[config.mk]
export PLATFORM = sky130hd
export DESIGN_NAME = svo_term_bridge
export DESIGN_NICKNAME = d
export VERILOG_FILES = /design/src/rtl/svo_term_bridge_pkg.sv /design/src/rtl/svo_sync_fifo.sv /design/src/rtl/svo_term_bridge.sv
export SDC_FILE = /design/constraint.sdc
export NUM_CORES = 1
export LEC_CHECK = 0
export ABC_CLOCK_PERIOD_IN_PS = 5200
export BUFFER_PORTS_ARGS = -buffer_cell sky130_fd_sc_hd__buf_2
export CAP_MARGIN = 20
export CORE_ASPECT_RATIO = 1.4
export CORE_MARGIN = 1
export CORE_UTILIZATION = 40
export CTS_CLUSTER_DIAMETER = 120
export DETAILED_ROUTE_END_ITERATION = 6
export GPL_ROUTABILITY_DRIVEN = 1
export SLEW_MARGIN = 20
export SYNTH_ARGS = -nofsm -noshare
export SYNTH_HDL_FRONTEND = slang
export SYNTH_HIERARCHICAL = 1
export SYNTH_SLANG_ARGS = --single-unit
[constraint.sdc]
create_clock -name clk -period 5.2 [get_ports clk]
set_input_delay 0.78 -clock clk [delete_from_list [all_inputs] [get_ports clk]]
set_output_delay 0.78 -clock clk [all_outputs]
set_load 0.02 [all_outputs]
[src/rtl/svo_term_bridge_pkg.sv]
// Shared constants for the terminal bridge: register map, STATUS/CTRL bit
// positions and the bus FSM encoding.
package svo_term_bridge_pkg;

  localparam logic [1:0] REG_DATA   = 2'd0;
  localparam logic [1:0] REG_STATUS = 2'd1;
  localparam logic [1:0] REG_CTRL   = 2'd2;

  localparam int ST_LEVEL_W = 9;
  localparam int ST_EMPTY   = 16;
  localparam int ST_FULL    = 17;
  localparam int ST_OVF     = 18;

  localparam int CTRL_FLUSH   = 0;
  localparam int CTRL_CLR_OVF = 1;

  typedef enum logic [1:0] {
    BUS_IDLE  = 2'd0,
    BUS_STALL = 2'd1,
    BUS_ACK   = 2'd2
  } bus_state_e;

  function automatic logic [31:0] pack_status(input logic [ST_LEVEL_W-1:0] level,
                                              input logic empty, input logic full,
                                              input logic ovf);
    logic [31:0] s;
    s = '0;
    s[ST_LEVEL_W-1:0] = level;
    s[ST_EMPTY]       = empty;
    s[ST_FULL]        = full;
    s[ST_OVF]         = ovf;
    return s;
  endfunction

endpackage

[src/rtl/svo_sync_fifo.sv]
// Show-ahead synchronous FIFO with wrap-bit pointers; a push into a full FIFO
// is accepted when a pop frees the slot in the same cycle.
module svo_sync_fifo #(
  parameter int WIDTH = 8,
  parameter int DEPTH = 16,
  localparam int AW   = $clog2(DEPTH)
) (
  input  logic             clk,
  input  logic             resetn,
  input  logic             push,
  input  logic [WIDTH-1:0] wdata,
  input  logic             pop,
  input  logic             flush,
  output logic [WIDTH-1:0] rdata,
  output logic [AW:0]      level,
  output logic             full,
  output logic             empty
);

  logic [WIDTH-1:0] mem [DEPTH];
  logic [AW:0]      wptr, rptr;
  logic             do_push, do_pop;

  assign level   = wptr - rptr;
  assign empty   = (wptr == rptr);
  assign full    = (level == (AW+1)'(DEPTH));
  assign do_pop  = pop & ~empty;
  assign do_push = push & (~full | do_pop);
  // Gate the head so the stream byte reads zero whenever nothing is queued.
  assign rdata   = empty ? '0 : mem[rptr[AW-1:0]];

  always_ff @(posedge clk or negedge resetn) begin
    if (!resetn) begin
      wptr <= '0;
      rptr <= '0;
    end else if (flush) begin
      wptr <= '0;
      rptr <= '0;
    end else begin
      if (do_push) wptr <= wptr + 1'b1;
      if (do_pop)  rptr <= rptr + 1'b1;
    end
  end

  always_ff @(posedge clk or negedge resetn) begin
    if (!resetn) begin
      for (int i = 0; i < DEPTH; i++) mem[i] <= '0;
    end else if (do_push && !flush) begin
      mem[wptr[AW-1:0]] <= wdata;
    end
  end

endmodule

[src/rtl/svo_term_bridge.sv]
// picorv32 bus slave that queues terminal characters and drains them as a
// valid/ready byte stream toward the HDMI terminal.
module svo_term_bridge
  import svo_term_bridge_pkg::*;
#(
  parameter int FIFO_DEPTH    = 16,
  parameter int BLOCK_ON_FULL = 1
) (
  input  logic        clk,
  input  logic        resetn,
  input  logic        sel,
  input  logic        mem_valid,
  output logic        mem_ready,
  input  logic [3:0]  mem_addr,
  input  logic [31:0] mem_wdata,
  input  logic [3:0]  mem_wstrb,
  output logic [31:0] mem_rdata,
  output logic        term_out_tvalid,
  input  logic        term_out_tready,
  output logic [7:0]  term_out_tdata
);

  localparam int AW = $clog2(FIFO_DEPTH);

  bus_state_e  state, state_n;
  logic        push_pend, push_pend_n;
  logic [7:0]  push_byte;
  logic        overflow, ovf_set, ovf_clr;
  logic [31:0] rdata_n;
  logic        stall_push, fifo_flush, fifo_push, fifo_pop;
  logic        fifo_full, fifo_empty;
  logic [AW:0] fifo_level;
  logic [7:0]  fifo_wdata;
  logic        hit, is_wr;
  logic [1:0]  rsel;
  logic        unused_bits;

  assign hit   = mem_valid & sel & ~mem_ready;
  assign is_wr = |mem_wstrb;
  assign rsel  = mem_addr[3:2];
  assign unused_bits = ^{mem_addr[1:0], mem_wdata[31:8], mem_wstrb[3:1]};

  assign mem_ready       = (state == BUS_ACK);
  assign term_out_tvalid = ~fifo_empty;
  assign fifo_pop        = term_out_tvalid & term_out_tready;
  assign fifo_push       = stall_push | push_pend;
  assign fifo_wdata      = push_pend ? push_byte : mem_wdata[7:0];

  always_comb begin
    state_n     = state;
    push_pend_n = 1'b0;
    stall_push  = 1'b0;
    fifo_flush  = 1'b0;
    ovf_set     = 1'b0;
    ovf_clr     = 1'b0;
    rdata_n     = '0;
    case (state)
      BUS_IDLE: if (hit) begin
        state_n = BUS_ACK;
        if (is_wr) begin
          case (rsel)
            REG_DATA: if (mem_wstrb[0]) begin
              if (!fifo_full)              push_pend_n = 1'b1;
              else if (BLOCK_ON_FULL != 0) state_n     = BUS_STALL;
              else                         ovf_set     = 1'b1;
            end
            REG_CTRL: begin
              fifo_flush = mem_wdata[CTRL_FLUSH];
              ovf_clr    = mem_wdata[CTRL_CLR_OVF];
            end
            default: ;
          endcase
        end else if (rsel == REG_STATUS) begin
          rdata_n = pack_status(ST_LEVEL_W'(fifo_level), fifo_empty, fifo_full, overflow);
        end
      end
      // Retry every cycle; a pop in this same cycle is enough to make room.
      BUS_STALL: begin
        if (!mem_valid) begin
          state_n = BUS_IDLE;
        end else if (!fifo_full || fifo_pop) begin
          stall_push = 1'b1;
          state_n    = BUS_ACK;
        end
      end
      BUS_ACK:  state_n = BUS_IDLE;
      default:  state_n = BUS_IDLE;
    endcase
  end

  // The accepted byte is pushed during the ack cycle, giving a fixed
  // two-cycle accept-to-tvalid latency on an empty FIFO.
  always_ff @(posedge clk or negedge resetn) begin
    if (!resetn) begin
      state     <= BUS_IDLE;
      push_pend <= 1'b0;
      push_byte <= '0;
      overflow  <= 1'b0;
      mem_rdata <= '0;
    end else begin
      state     <= state_n;
      push_pend <= push_pend_n;
      if (push_pend_n) push_byte <= mem_wdata[7:0];
      if (ovf_set)      overflow <= 1'b1;
      else if (ovf_clr) overflow <= 1'b0;
      mem_rdata <= rdata_n;
    end
  end

  svo_sync_fifo #(.WIDTH(8), .DEPTH(FIFO_DEPTH)) u_fifo (
    .clk   (clk),
    .resetn(resetn),
    .push  (fifo_push),
    .wdata (fifo_wdata),
    .pop   (fifo_pop),
    .flush (fifo_flush),
    .rdata (term_out_tdata),
    .level (fifo_level),
    .full  (fifo_full),
    .empty (fifo_empty)
  );

endmodule
---- Word level (Yosys, flattened, before mapping) ----
Cells that the tools add are included.
storage, ports and cells
  bits in registers ....................... 181
  logic and storage cells ................. 96
  bits of input ports ..................... 45
cells by class
  multiplexer cells ....................... 37
  bitwise logic cells ..................... 12
  eq/ne operators ......................... 8
  reduce and logical (&&, ||, !) cells .... 11
  magnitude comparators ................... 3
  $add $sub $neg .......................... 3
operator list
  cell                   count
  $bwmux W128            1
  $mux W18               4
  $mux W8                5
  $bmux W8 S4            1
  $demux W8 S4           1
  $mux W5                4
  $mux W2                7
  $mux W1                13
  $add A5 B1 Y5 const B  2
  $ge A5 B5 Y1 const B   2
  $not A4 Y5             2
  $and A1 B1 Y1          5
  $eq A5 B5 Y1           1
  $eq A5 B5 Y1 const B   1
  $lt A5 B1 Y1 const B   1
  $sub A5 B5 Y5          1
  $eq A2 B1 Y1 const B   2
  $eq A2 B2 Y1 const B   2
  $logic_not A2 Y1       2
  $pmux W2 S2            1
  $reduce_bool A2 Y1     2
  $reduce_or A4 Y1       1
  $ne A3 B3 Y1 const B   1
  $not A1 Y1             3
  6 further kinds        9

---- Depth between registers and ports, before layout ----
Gate-level depths: netlist of the first run.
  word-level depth ........................ 11
  gate-level depth with buffers ........... 16

---- Modules after synthesis ----
Netlist of the first run, hierarchy kept.
modules (own cells, without submodules)
  module           instances  area an instance (µm²)  cells each
  svo_sync_fifo    1          6822.8                  438
  svo_term_bridge  1          1054.8                  93

---- Least setup slack after synthesis of the first run ----
No wires, ideal clock.
  path type ............................... reg2reg
  from .................................... register u_fifo.rptr[1]
  to ...................................... register u_fifo/mem[24] (netlist name)
  stages on the path, launching flop included .. 15
  arrival time ............................ 3.515 ns
  library setup time ...................... 0.125 ns
  path slack .............................. 1.561 ns
  cell sequence ........................... dfrtp_1 > clkbuf_1 > buf_1 > inv_1 > ha_1 > a221oi_1 > xor2_1 > nand2_1 > nor2_1 > nand2_1 > a41o_1 > nand2_1 > or4_1 > clkbuf_1 > mux2_2
on the way
  longest elaborated chain between the ends .. 10
RTL lines
  item                           line                   source
  start, declared                svo_sync_fifo.sv:21    logic [AW:0] wptr, rptr;
  start signal, assigned         svo_sync_fifo.sv:41    if (do_pop) rptr <= rptr + 1'b1;
  $sub A5 B5 Y5                  svo_sync_fifo.sv:24    assign level = wptr - rptr;
  $eq A5 B5 Y1                   svo_sync_fifo.sv:26    assign full = (level == (AW+1)'(DEPTH));
  named net fifo_full            svo_term_bridge.sv:31  logic fifo_full, fifo_empty;
  $logic_not A1 Y1               svo_term_bridge.sv:81  end else if (!fifo_full || fifo_pop) begin
  $logic_or A1 B1 Y1             svo_term_bridge.sv:81
  $mux W1                        svo_term_bridge.sv:81
  $mux W1                        svo_term_bridge.sv:79  if (!mem_valid) begin
  $mux W1                        svo_term_bridge.sv:57  case (state)
  $or A1 B1 Y1                   svo_term_bridge.sv:46  assign fifo_push = stall_push | push_pend;
  named net fifo_push            svo_term_bridge.sv:30  logic stall_push, fifo_flush, fifo_push, fifo_pop;
  $and A1 B1 Y1                  svo_sync_fifo.sv:28    assign do_push = push & (~full | do_pop);
  $logic_and A1 B1 Y1            svo_sync_fifo.sv:48    end else if (do_push && !flush) begin
  end signal, assigned by index  svo_sync_fifo.sv:49    mem[wptr[AW-1:0]] <= wdata;
  end, declared                  svo_sync_fifo.sv:20    logic [WIDTH-1:0] mem [DEPTH];
The timed path passes the listed nets, and every way through them passes these cells.
A chain may end at the register's enable or synchronous reset.

---- Worst setup path after layout of the first run ----
  from .................................... register u_fifo.rptr[2]
  to ...................................... register u_fifo/mem[103] (netlist name)
Same word-level chain as after synthesis.

==> results.py, run 1 <==
metrics = {
    "layout": {
        "nFillCells": 1684,
        "final_nets": 613,
        "syn_to_final_growth_pct": 11.71,
        "stdcell_count": 819,
        "post_route_cells_drive_above_1_share": 0.4834,
        "antennaDiodeCount": 0,
    },
    "setup_path": {
        "crit_family": "simple AND/OR/NAND/NOR gates",
        "ff2ff_setup_slack_ns": 1.02,
        "cpMostUsedCell": "nand2_1",
        "cp_max_fo": 11,
        "reg2reg_depth": 13,
        "cp.required_ns": 5.51,
        "critPathSlowestCell": "or3_1",
        "worstSetupStartpointType": "flop",
        "path_class": "reg2reg",
        "r2r_end": "u_fifo/mem[103]",
        "path_buf_inv": 2,
        "crit_path_end_kind": "flop",
        "crit_path_max_incr_delay_ns": 0.62,
        "critPathArrivalTime_ns": 4.50,
        "cp_cell_sequence": "buf_4, inv_1, ha_1, nor2b_1, a221oi_1, xor2_1, nand2_1, nor2_1, nand2_1, a41o_1, nand2_1, or3_1, mux2_2",
        "rr_startpoint": "u_fifo/rptr[2]",
    },
    "sta": {
        "layout_setup_ws_ns": 1.017,
        "hold_viol": 0,
        "post-route-min-period_ns": 4.183,
        "max_slew_margin": 0.3634,
        "fin_crit_sh": 0.8045,
        "setup_violations": 0,
        "fmaxAchievable_mhz": 239.0,
        "worst_pin_slew_ns": 0.9548,
        "fin_tns_setup_ns": 0,
        "finClkSkew_ns": 0.01783,
        "rsz0062_at_grt": "no",
        "slew_viol_final": 0,
    },
    "global_route": {
        "met1_usage": 0.2291,
        "track_usage": 0.1851,
        "grt_max_degree": 117,
        "antenna_found_initial": 0,
        "globalRoute.busiestLayer": "met2",
        "grt_util_met2": 0.3166,
        "grt_pass1_vias": 4792,
        "grt_remaining_overflow": 0,
        "grtUsageMet3": 0.04065,
        "grt_first_pass_wirelength_um": 27350,
    },
    "clock_tree": {
        "cts_sinks": 156,
        "cts_buffer_depth": 2,
        "hold_buffers": 0,
        "cts_tree": "done",
        "htree_levels": 4,
        "numCtsBuffers": 17,
        "clk_pin_slew_ns": 0.06,
        "postCtsSetupBuffers": 0,
        "cts_resized": 0,
        "insertion_delay_ns": 0.44,
        "ctsRootBufferMaster": "clkbuf_16",
    },
    "die": {
        "core_area_um2": 19290,
        "io_pins": 87,
        "placementRows": 60,
        "die_area_um2": 20270,
        "die_h_um": 168.0,
        "die-width_um": 120.6,
        "initial_core_util": 0.4083,
    },
    "power": {
        "peakVddDrop_mv": 0.2203,
        "power_leakage_nw": 4.266,
        "powerDensity_nw_per_um2": 441.7,
    },
    "logic_synthesis": {
        "synth-main-ff-cell": "dfrtp_1",
        "syn_area_um2": 7878,
        "yosysUniqueCellTypes": 46,
        "yosys_warnings": 6,
        "netlist_instances": 531,
        "avgSynthCellArea_um2": 14.84,
        "async_reset_ff_frac": 1.000,
        "ys_seq_elements": 156,
        "yosysSeqAreaShare": 0.4956,
        "synth_edf_count": 0,
    },
    "routing": {
        "drc": 0,
        "via_per_inst": 5.363,
        "routedWlPerCell_um": 20.91,
        "vias": 4392,
        "dr.pass1.iters": 4,
        "postRouteAntennaNets": 0,
        "routed_wl_um": 17130,
        "initialDrtViolationCount": 284,
    },
    "outcome": {
        "run_status": "finished clean",
    },
    "placement": {
        "place.gp.congestion": 0.7895,
        "portBuffers": 35,
        "place_hpwl_um": 10960,
        "placed_cells": 787,
        "dp_slack_ns": 1.096,
    },
    "hold_path": {
        "hp-class": "in2async",
    },
    "flow_run": {
        "maxCapViolations": 0,
    },
}
==> worst register-to-register path, stage by stage (launching register included) <==
cell,delay [ns]
dfrtp_1,0.32
buf_4,0.24
inv_1,0.12
ha_1,0.37
nor2b_1,0.17
a221oi_1,0.37
xor2_1,0.25
nand2_1,0.07
nor2_1,0.45
nand2_1,0.09
a41o_1,0.35
nand2_1,0.23
or3_1,0.62
mux2_2,0.41
==> power breakdown <==
part | switching, mW | internal, mW | leakage [nW] | total, mW
registers | 0.106 | 1.39 | 2.14 | 1.50
logic | 0.581 | 0.484 | 1.83 | 1.06
clock network | 0.488 | 0.838 | 0.301 | 1.33
==> synth_stat cells, types with 2 or more instances <==
master	number	share of area
nor3_4	2	0.0041
ha_1	9	0.014
nand2b_1	5	0.0040
mux2_4	32	0.061
inv_1	13	0.0062
buf_2	3	0.0019
nor2_1	15	0.0071
buf_1	3	0.0014
or3_1	6	0.0048
nor2b_1	11	0.0087
nor3_2	2	0.0025
buf_6	6	0.0086
clkbuf_1	22	0.010
dfrtp_1	156	0.50
nand2_1	10	0.0048
or4_4	4	0.0057
nand4_1	4	0.0032
a21oi_1	5	0.0032
buf_4	25	0.024
mux2_2	113	0.16
and2_1	7	0.0056
xor2_1	2	0.0022
mux4_2	40	0.11
o21ai_0	3	0.0019
or4_1	7	0.0067
o31ai_1	2	0.0019
xnor2_1	5	0.0056
==> cell usage in the layout (no fill, tap or decap), types with 2 or more instances in the layout <==
master	count
xnor2_1	5
clkbuf_8	4
mux2_4	32
nor2_1	15
nand2_1	10
clkbuf_16	17
o21ai_0	3
ha_1	9
and2_1	7
clkinvlp_4	4
xor2_1	2
or4_1	7
nor3_2	2
buf_4	8
dfrtp_1	155
clkinv_2	3
nor2b_1	11
or3_1	6
mux4_2	40
buf_2	34
a21oi_1	5
or4_4	4
mux2_2	113
o31ai_1	2
bufinv_16	4
conb_1	25
nor3_4	2
nand4_1	4
inv_1	13
nand2b_1	5
==> cell type report <==
type / count / area [um^2] / area share
multi-input combinational: 326 / 3652 / 0.4150
sequential: 156 / 3905 / 0.4438
clock buffer: 21 / 470.5 / 0.05346
inverter: 14 / 52.55 / 0.005972
clock inverter: 11 / 165.2 / 0.01877
tap: 248 / 310.3 / 0.03526
timing repair buffer: 43 / 244.0 / 0.02773
==> kinds of logic (layout without fill, tap and decap cells) <==
kind of cell	Yosys count	in the layout	share of synthesized area
DFF	156	156	0.4956
AOI/OAI and AO/OA	14	14	0.01239
and+or+nand+nor	83	83	0.07386
xor gates and xnor gates	8	8	0.009848
muxes	186	186	0.3382
adders and majority gates	10	10	0.01684
buffers and inverters	73	89	0.05289
other	1	25	0.0004760
==> metal layers <==
layer,vias to the layer above,part of all wire
met5,-,0
met4,0,0.020
met3,20,0.035
met2,109,0.52
met1,2319,0.42
li1,1944,-
==> metrics by stage <==
stage                       util  power [mW]  hold WS [ns]  cell area, um^2
final                     0.4561       3.887        0.4950             8800
after global routing      0.4561       4.093        0.5113             8800
after CTS                 0.4560       3.934        0.5028             8797
after detailed placement  0.4230       2.593        0.4884             8162
after global placement    0.4230       2.553        0.4817             8162
after floorplan                -       2.324        0.4739             7968
==> worst max-delay path by stage <==
| stage | to | start | slack, ns | depth (start not counted) |
|---|---|---|---|---|
| 4_1_cts | u_fifo/mem[98] | u_fifo/rptr[2] | 1.06 | 13 |
| 3_3_place_gp | u_fifo/mem[102] | u_fifo/rptr[2] | 1.15 | 13 |
| 6_report | u_fifo/mem[103] | u_fifo/rptr[2] | 1.02 | 13 |
| 2_1_floorplan | u_fifo/mem[24] | u_fifo/rptr[1] | 1.56 | 14 |
| 3_5_place_dp | u_fifo/mem[99] | u_fifo/rptr[2] | 1.10 | 13 |
| 5_1_grt | u_fifo/mem[98] | u_fifo/rptr[2] | 0.79 | 13 |
==> sequential cells by signal (all words and copies together) (netlist names) <==
signal,count
u_fifo/wptr,5
state,2
u_fifo/mem,128
push_pend,1
mem_rdata,7
u_fifo/rptr,5
push_byte,8
Note: power is estimated with default switching activity, not from simulation.
==> inputs of run 2 (changes only) <==
--- a/config.mk
+++ b/config.mk
@@ -5,7 +5,7 @@
 export SDC_FILE = /design/constraint.sdc
 export NUM_CORES = 1
 export LEC_CHECK = 0
-export ABC_CLOCK_PERIOD_IN_PS = 5200
+export ABC_CLOCK_PERIOD_IN_PS = 3500
 export BUFFER_PORTS_ARGS = -buffer_cell sky130_fd_sc_hd__buf_2
 export CAP_MARGIN = 20
 export CORE_ASPECT_RATIO = 1.4
==> constraint.sdc (replaced) <==
create_clock -name clk -period 3.5 [get_ports clk]
set_input_delay 0.525 -clock clk [delete_from_list [all_inputs] [get_ports clk]]
set_output_delay 0.525 -clock clk [all_outputs]
set_load 0.02 [all_outputs]
==> run 2 against run 1 <==
  * Critical endpoint is now u_fifo/mem[40]
  * Clock skew decreased by 0.011 ns
  * Worst setup slack got worse by 0.87 ns
  * Routed wire length decreased by 0.41%
  * Critical path depth unchanged
  * Flip-flop and latch count unchanged
  * Non-clock buffer count increased by 14
  * Sequential power increased by 47%
  * Core utilization increased by 0.33 points
  * Register-to-register slack got worse by 0.87 ns
  * Largest power group unchanged
  * Fmax increased by 25%
  * Hold slack got worse by 0.34 ns
  * Count of clock-buffer cells in the layout decreased by 4
==> results.py, run 2 (same netlist as run 1, synthesis figures left out) <==
metrics = {
    "setup_path": {
        "critPathArrivalTime_ns": 3.65,
        "rr_startpoint": "u_fifo/wptr[0]",
        "ff2ff_setup_slack_ns": 0.15,
        "worstSetupEndpoint": "u_fifo/mem[40]",
        "cp.required_ns": 3.80,
        "path_class": "reg2reg",
        "crit_start": "u_fifo/wptr[0]",
        "r2r_end": "u_fifo/mem[40]",
        "cp_max_fo": 8,
        "worstSetupStartpointType": "flop",
        "crit_path_end_kind": "flop",
        "reg2reg_depth": 13,
    },
    "sta": {
        "max_slew_margin": 0.4634,
        "worst_pin_slew_ns": 0.8049,
        "fin_crit_sh": 0.9568,
        "hold_viol": 0,
        "fin_tns_setup_ns": 0,
        "fmaxAchievable_mhz": 298.6,
        "finClkSkew_ns": 0.007214,
        "setup_violations": 0,
        "rsz0062_at_grt": "no",
        "whs_ns": 0.1598,
        "post-route-min-period_ns": 3.349,
        "slew_viol_final": 0,
    },
    "routing": {
        "routedWlPerCell_um": 20.48,
        "drc": 0,
        "via_per_inst": 5.348,
        "dr.pass1.iters": 4,
        "routed_wl_um": 17060,
        "vias": 4455,
        "initialDrtViolationCount": 202,
        "postRouteAntennaNets": 0,
    },
    "layout": {
        "largest_reg_flops": 128,
        "syn_to_final_growth_pct": 12.52,
        "antennaDiodeCount": 0,
        "post_route_cells_drive_above_1_share": 0.5077,
        "final_nets": 627,
        "final_cell_mix": "dfrtp_1 (155), mux2_2 (113), mux4_2 (40), buf_2 (34), mux2_4 (32)",
        "final_common_cell": "dfrtp_1",
        "regMostFlops": "u_fifo/mem",
        "largest_registers": "u_fifo/mem (128), push_byte (8), mem_rdata (7)",
    },
    "clock_tree": {
        "postCtsSetupBuffers": 0,
        "insertion_delay_ns": 0.42,
        "hold_buffers": 0,
        "cts_sinks": 156,
        "htree_levels": 4,
        "ctsRootBufferMaster": "clkbuf_16",
        "clk_pin_slew_ns": 0.06,
        "numCtsBuffers": 17,
        "cts_buffer_depth": 2,
        "cts_tree": "done",
    },
    "global_route": {
        "grt_max_degree": 87,
        "grt_first_pass_wirelength_um": 27240,
        "antenna_found_initial": 0,
        "grt_remaining_overflow": 0,
        "grt_pass1_vias": 4772,
        "track_usage": 0.1831,
    },
    "placement": {
        "place_hpwl_um": 11110,
        "portBuffers": 35,
        "place.gp.congestion": 0.7910,
    },
    "die": {
        "placementRows": 60,
        "die_area_um2": 20270,
        "io_pins": 87,
        "die-width_um": 120.6,
        "core_area_um2": 19290,
        "initial_core_util": 0.4083,
        "die_h_um": 168.0,
    },
    "outcome": {
        "run_status": "finished clean",
    },
    "hold_path": {
        "hp-class": "in2async",
    },
    "flow_run": {
        "maxCapViolations": 0,
    },
    "power": {
        "peakVddDrop_mv": 0.4148,
        "powerDensity_nw_per_um2": 633.5,
        "power_leakage_nw": 4.326,
    },
}
==> run 2: per-stage QoR <==
step / setup slack (ns) / power [mW] / std cells / utilization / cell area, um^2
floorplan: 0.03748 / 3.460 / 555 / - / 7971
global placement: 0.1075 / 3.843 / 801 / 0.4292 / 8282
detailed placement: 0.0007589 / 3.904 / 801 / 0.4292 / 8282
CTS: 0.01626 / 5.684 / 833 / 0.4587 / 8850
global route: 0.01218 / 5.935 / 833 / 0.4594 / 8864
finish: 0.1512 / 5.615 / 833 / 0.4594 / 8864
==> run 2: timing repair <==
action,CTS,global route
resized for setup,1,4
pin swaps,0,2
endpoints found under the setup margin,7,44
==> run 2: worst min path at each step <==
stage / startpoint / end / slack [ns] / cells after the start
final: resetn / push_pend / 0.16 / 1
after global routing: resetn / mem_rdata[17] / 0.23 / 1
after CTS: resetn / mem_rdata[17] / 0.19 / 1
after detailed placement: u_fifo/mem[76] / u_fifo/mem[76] / 0.49 / 1
after global placement: u_fifo/mem[70] / u_fifo/mem[70] / 0.48 / 1
after floorplan: resetn / mem_rdata[0] / 0.23 / 0
==> run 2: area by class of cell <==
type                       count  area, um^2
fill                        1652       10430
sequential                   156        3905
multi-input combinational    326        3672
clock buffer                  17       425.4
timing repair buffer          57       359.1
tap                          248       310.3
clock inverter                15       138.9
inverter                      14       52.55
==> run 2: where the power goes <==
part,leakage (nW),switching (mW),internal [mW]
Sequential,2.14,0.142,2.07
Combinational,1.91,0.888,0.758
Clock,0.280,0.770,0.991
==> run 2: critical path, stage by stage, from the launching register on <==
cell      delay [ns]
dfrtp_1         0.35
inv_1           0.10
ha_1            0.24
fa_1            0.40
nand2b_1        0.17
a21oi_1         0.19
xnor2_1         0.11
nand2_1         0.09
nor2_2          0.05
nand2_1         0.06
a41o_1          0.30
nand2_1         0.15
or4_4           0.66
mux2_4          0.36
==> run 2: routing by layer <==
layer / vias to the layer above / global-route usage / wire length (um)
met2: 102 / 0.3023 / 8660
met1: 2351 / 0.2304 / 7250
met3: 35 / 0.03489 / 525
met5: - / 0 / 0
met4: 0 / 0.08749 / 620
li1: 1967 / - / -
==> inputs of run 3 (changes only) <==
--- a/config.mk
+++ b/config.mk
@@ -14,8 +14,8 @@
 export CTS_CLUSTER_DIAMETER = 120
 export DETAILED_ROUTE_END_ITERATION = 6
 export GPL_ROUTABILITY_DRIVEN = 1
+export HOLD_SLACK_MARGIN = 0.03
 export SLEW_MARGIN = 20
 export SYNTH_ARGS = -nofsm -noshare
 export SYNTH_HDL_FRONTEND = slang
-export SYNTH_HIERARCHICAL = 1
 export SYNTH_SLANG_ARGS = --single-unit
==> run 3 against run 2 <==
  * Non-clock buffer count increased by 5
  * Critical path depth decreased by 2
  * Register-to-register slack improved by 0.22 ns
  * Critical path type unchanged
  * Largest power group unchanged
  * Worst setup slack improved by 0.22 ns
  * Routed wire length decreased by 0.77%
  * Global-route usage decreased by 0.076 points
==> results.py, run 3 <==
metrics = {
    "sta": {
        "setup_violations": 0,
        "max_slew_margin": 0.5060,
        "fin_tns_setup_ns": 0,
        "rsz0062_at_grt": "no",
        "fmaxAchievable_mhz": 319.7,
        "slew_viol_final": 0,
        "fin_crit_sh": 0.8937,
        "post-route-min-period_ns": 3.128,
        "hold_viol": 0,
        "worst_pin_slew_ns": 0.7410,
        "finClkSkew_ns": 0.01177,
        "layout_setup_ws_ns": 0.3721,
    },
    "global_route": {
        "track_usage": 0.1824,
        "antenna_found_initial": 0,
        "grt_remaining_overflow": 0,
        "grt_max_degree": 65,
        "grt_pass1_vias": 5010,
        "grt_first_pass_wirelength_um": 27500,
    },
    "logic_synthesis": {
        "netlist_instances": 545,
        "ys_seq_elements": 156,
        "async_reset_ff_frac": 1.000,
        "synth_edf_count": 0,
        "synth_area_leaders": "dfrtp_1 (50%), mux2_2 (21%), mux4_2 (9.3%), buf_4 (2.5%), a211oi_2 (1.9%)",
        "yosysSeqAreaShare": 0.5037,
        "synth.cells.most_frequent": "dfrtp_1 (156), mux2_2 (144), mux4_2 (32)",
        "synth.most_common_cell": "dfrtp_1",
        "syn_area_um2": 7750,
        "yosysUniqueCellTypes": 42,
        "yosys_warnings": 0,
        "synth-main-ff-cell": "dfrtp_1",
        "synth_top_area_share": 0.5037,
        "synth_area_leader_cell": "dfrtp_1",
        "avgSynthCellArea_um2": 14.22,
    },
    "layout": {
        "regMostFlops": "u_fifo.mem",
        "post_route_cells_drive_above_1_share": 0.4787,
        "final_nets": 652,
        "nFillCells": 1687,
        "final_cell_mix": "dfrtp_1 (155), mux2_2 (144), buf_2 (34), mux4_2 (32), nand2_1 (28)",
        "syn_to_final_growth_pct": 13.85,
        "final_common_cell": "dfrtp_1",
        "antennaDiodeCount": 0,
        "postLayoutCoreUtil": 0.4706,
        "largest_reg_flops": 128,
        "largest_registers": "u_fifo.mem (128), push_byte (8), mem_rdata (7)",
    },
    "setup_path": {
        "cp_max_fo": 25,
        "crit_start": "u_fifo.wptr[0]",
        "crit_path_end_kind": "flop",
        "cp_cell_sequence": "inv_1, ha_1, inv_1, fa_1, xnor2_1, nand3_1, a2111oi_4, buf_12, a211oi_2, buf_4, mux2_2",
        "critPathSlowestCell": "fa_1",
        "rr_startpoint": "u_fifo.wptr[0]",
        "crit_path_max_incr_delay_ns": 0.46,
        "critPathArrivalTime_ns": 3.43,
        "worstSetupStartpointType": "flop",
        "cp.required_ns": 3.80,
        "path_class": "reg2reg",
        "cpMostUsedCell": "inv_1",
    },
    "routing": {
        "drc": 0,
        "postRouteAntennaNets": 0,
        "initialDrtViolationCount": 301,
        "routed_wl_um": 16930,
        "vias": 4585,
        "routedWlPerCell_um": 19.82,
        "dr.pass1.iters": 4,
        "via_per_inst": 5.369,
    },
    "placement": {
        "place.gp.congestion": 0.8560,
        "place_hpwl_um": 11550,
        "portBuffers": 35,
        "dp_slack_ns": 0.3807,
    },
    "outcome": {
        "run_status": "finished clean",
    },
    "clock_tree": {
        "cts_tree": "done",
        "insertion_delay_ns": 0.43,
        "ctsRootBufferMaster": "clkbuf_16",
        "cts_buffer_depth": 2,
        "cts_sinks": 156,
        "clk_pin_slew_ns": 0.07,
        "hold_buffers": 0,
        "postCtsSetupBuffers": 0,
        "numCtsBuffers": 17,
        "cts_resized": 0,
        "htree_levels": 4,
    },
    "power": {
        "pwr-share-seq": 0.376,
        "power_leakage_nw": 4.165,
        "pwr-share-comb": 0.300,
        "power.share.clock": 0.324,
        "p_int_mw": 3.578,
        "power_switching_mw": 1.925,
        "powerDensity_nw_per_um2": 623.6,
        "power.total_mw": 5.502,
        "swShare": 0.3498,
        "peakVddDrop_mv": 0.4371,
    },
    "die": {
        "core_area_um2": 18750,
        "initial_core_util": 0.4133,
        "die_h_um": 166.7,
        "io_pins": 87,
        "die_area_um2": 19940,
        "die-width_um": 119.6,
        "placementRows": 59,
    },
    "flow_run": {
        "maxCapViolations": 0,
    },
    "hold_path": {
        "hp-class": "in2async",
    },
}
run 3: kinds of logic after synthesis:
| group | count (synthesis) | share of synthesized area |
|---|---|---|
| AO/OA/AOI/OAI | 39 | 0.05231 |
| XOR/XNOR | 5 | 0.005652 |
| adder cells (fa/ha/maj) | 10 | 0.01711 |
| buffers and inverters | 62 | 0.04537 |
| flip-flops | 156 | 0.5037 |
| multiplexers | 190 | 0.3203 |
| other | 1 | 0.0004839 |
| AND/OR/NAND/NOR | 82 | 0.05505 |
run 3: metal layers:
layer | wire [um] | global-route usage | vias up
met4 | 438 | 0.07065 | 0
met1 | 6883 | 0.2118 | 2390
li1 | - | - | 2055
met3 | 447 | 0.03116 | 31
met5 | 0 | 0 | -
met2 | 9156 | 0.3305 | 109
run 3: power by group through the flow:
stage / registers, mW / clock network [mW] / logic (mW)
2_1_floorplan: 2.07 / 0 / 1.20
3_3_place_gp: 2.09 / 0 / 1.65
3_5_place_dp: 2.11 / 0 / 1.67
4_1_cts: 2.07 / 1.82 / 1.68
5_1_grt: 2.09 / 1.89 / 1.79
6_report: 2.07 / 1.78 / 1.65
run 3: area by class of cell:
class | instances | area, um^2 | area share
flip-flops and latches | 156 | 3905 | 0.4426
multi-input cells | 351 | 3596 | 0.4075
clock buffers | 17 | 425.4 | 0.04821
repair buffers | 62 | 409.1 | 0.04637
well taps | 244 | 305.3 | 0.03460
clock inverters | 15 | 148.9 | 0.01687
inverters | 9 | 33.78 | 0.003829
run 3: metrics by stage:
step / hold slack (ns) / instance area, um^2 / cells
floorplan: 0.2294 / 7841 / 569
global placement: 0.4833 / 8249 / 822
detailed placement: 0.4911 / 8249 / 822
CTS: 0.1123 / 8823 / 854
global route: 0.1375 / 8823 / 854
finish: 0.08714 / 8823 / 854
run 3: final timing paths:
path | end | slack [ns] | depth (start not counted)
setup / recovery | u_fifo.mem[32] | 0.37 | 11
hold / removal | u_fifo.mem[61] | 0.09 | 1
setup reg to reg | u_fifo.mem[32] | 0.37 | 11
hold reg to reg | push_byte[4] | 0.50 | 1
max in group asynchronous | u_fifo.mem[62] | 2.53 | 2
min in group clk | push_byte[7] | 0.35 | 2
run 3: worst max-delay path: cells and delay by family (launching register included):
| kind | cells | cell delay (ns) |
|---|---|---|
| XOR/XNOR | 1 | 0.24 |
| flip-flops | 1 | 0.44 |
| buffers and inverters | 4 | 0.69 |
| multiplexers | 1 | 0.29 |
| AND/OR/NAND/NOR | 1 | 0.17 |
| adder cells (fa/ha/maj) | 2 | 0.65 |
| AO/OA/AOI/OAI | 2 | 0.52 |
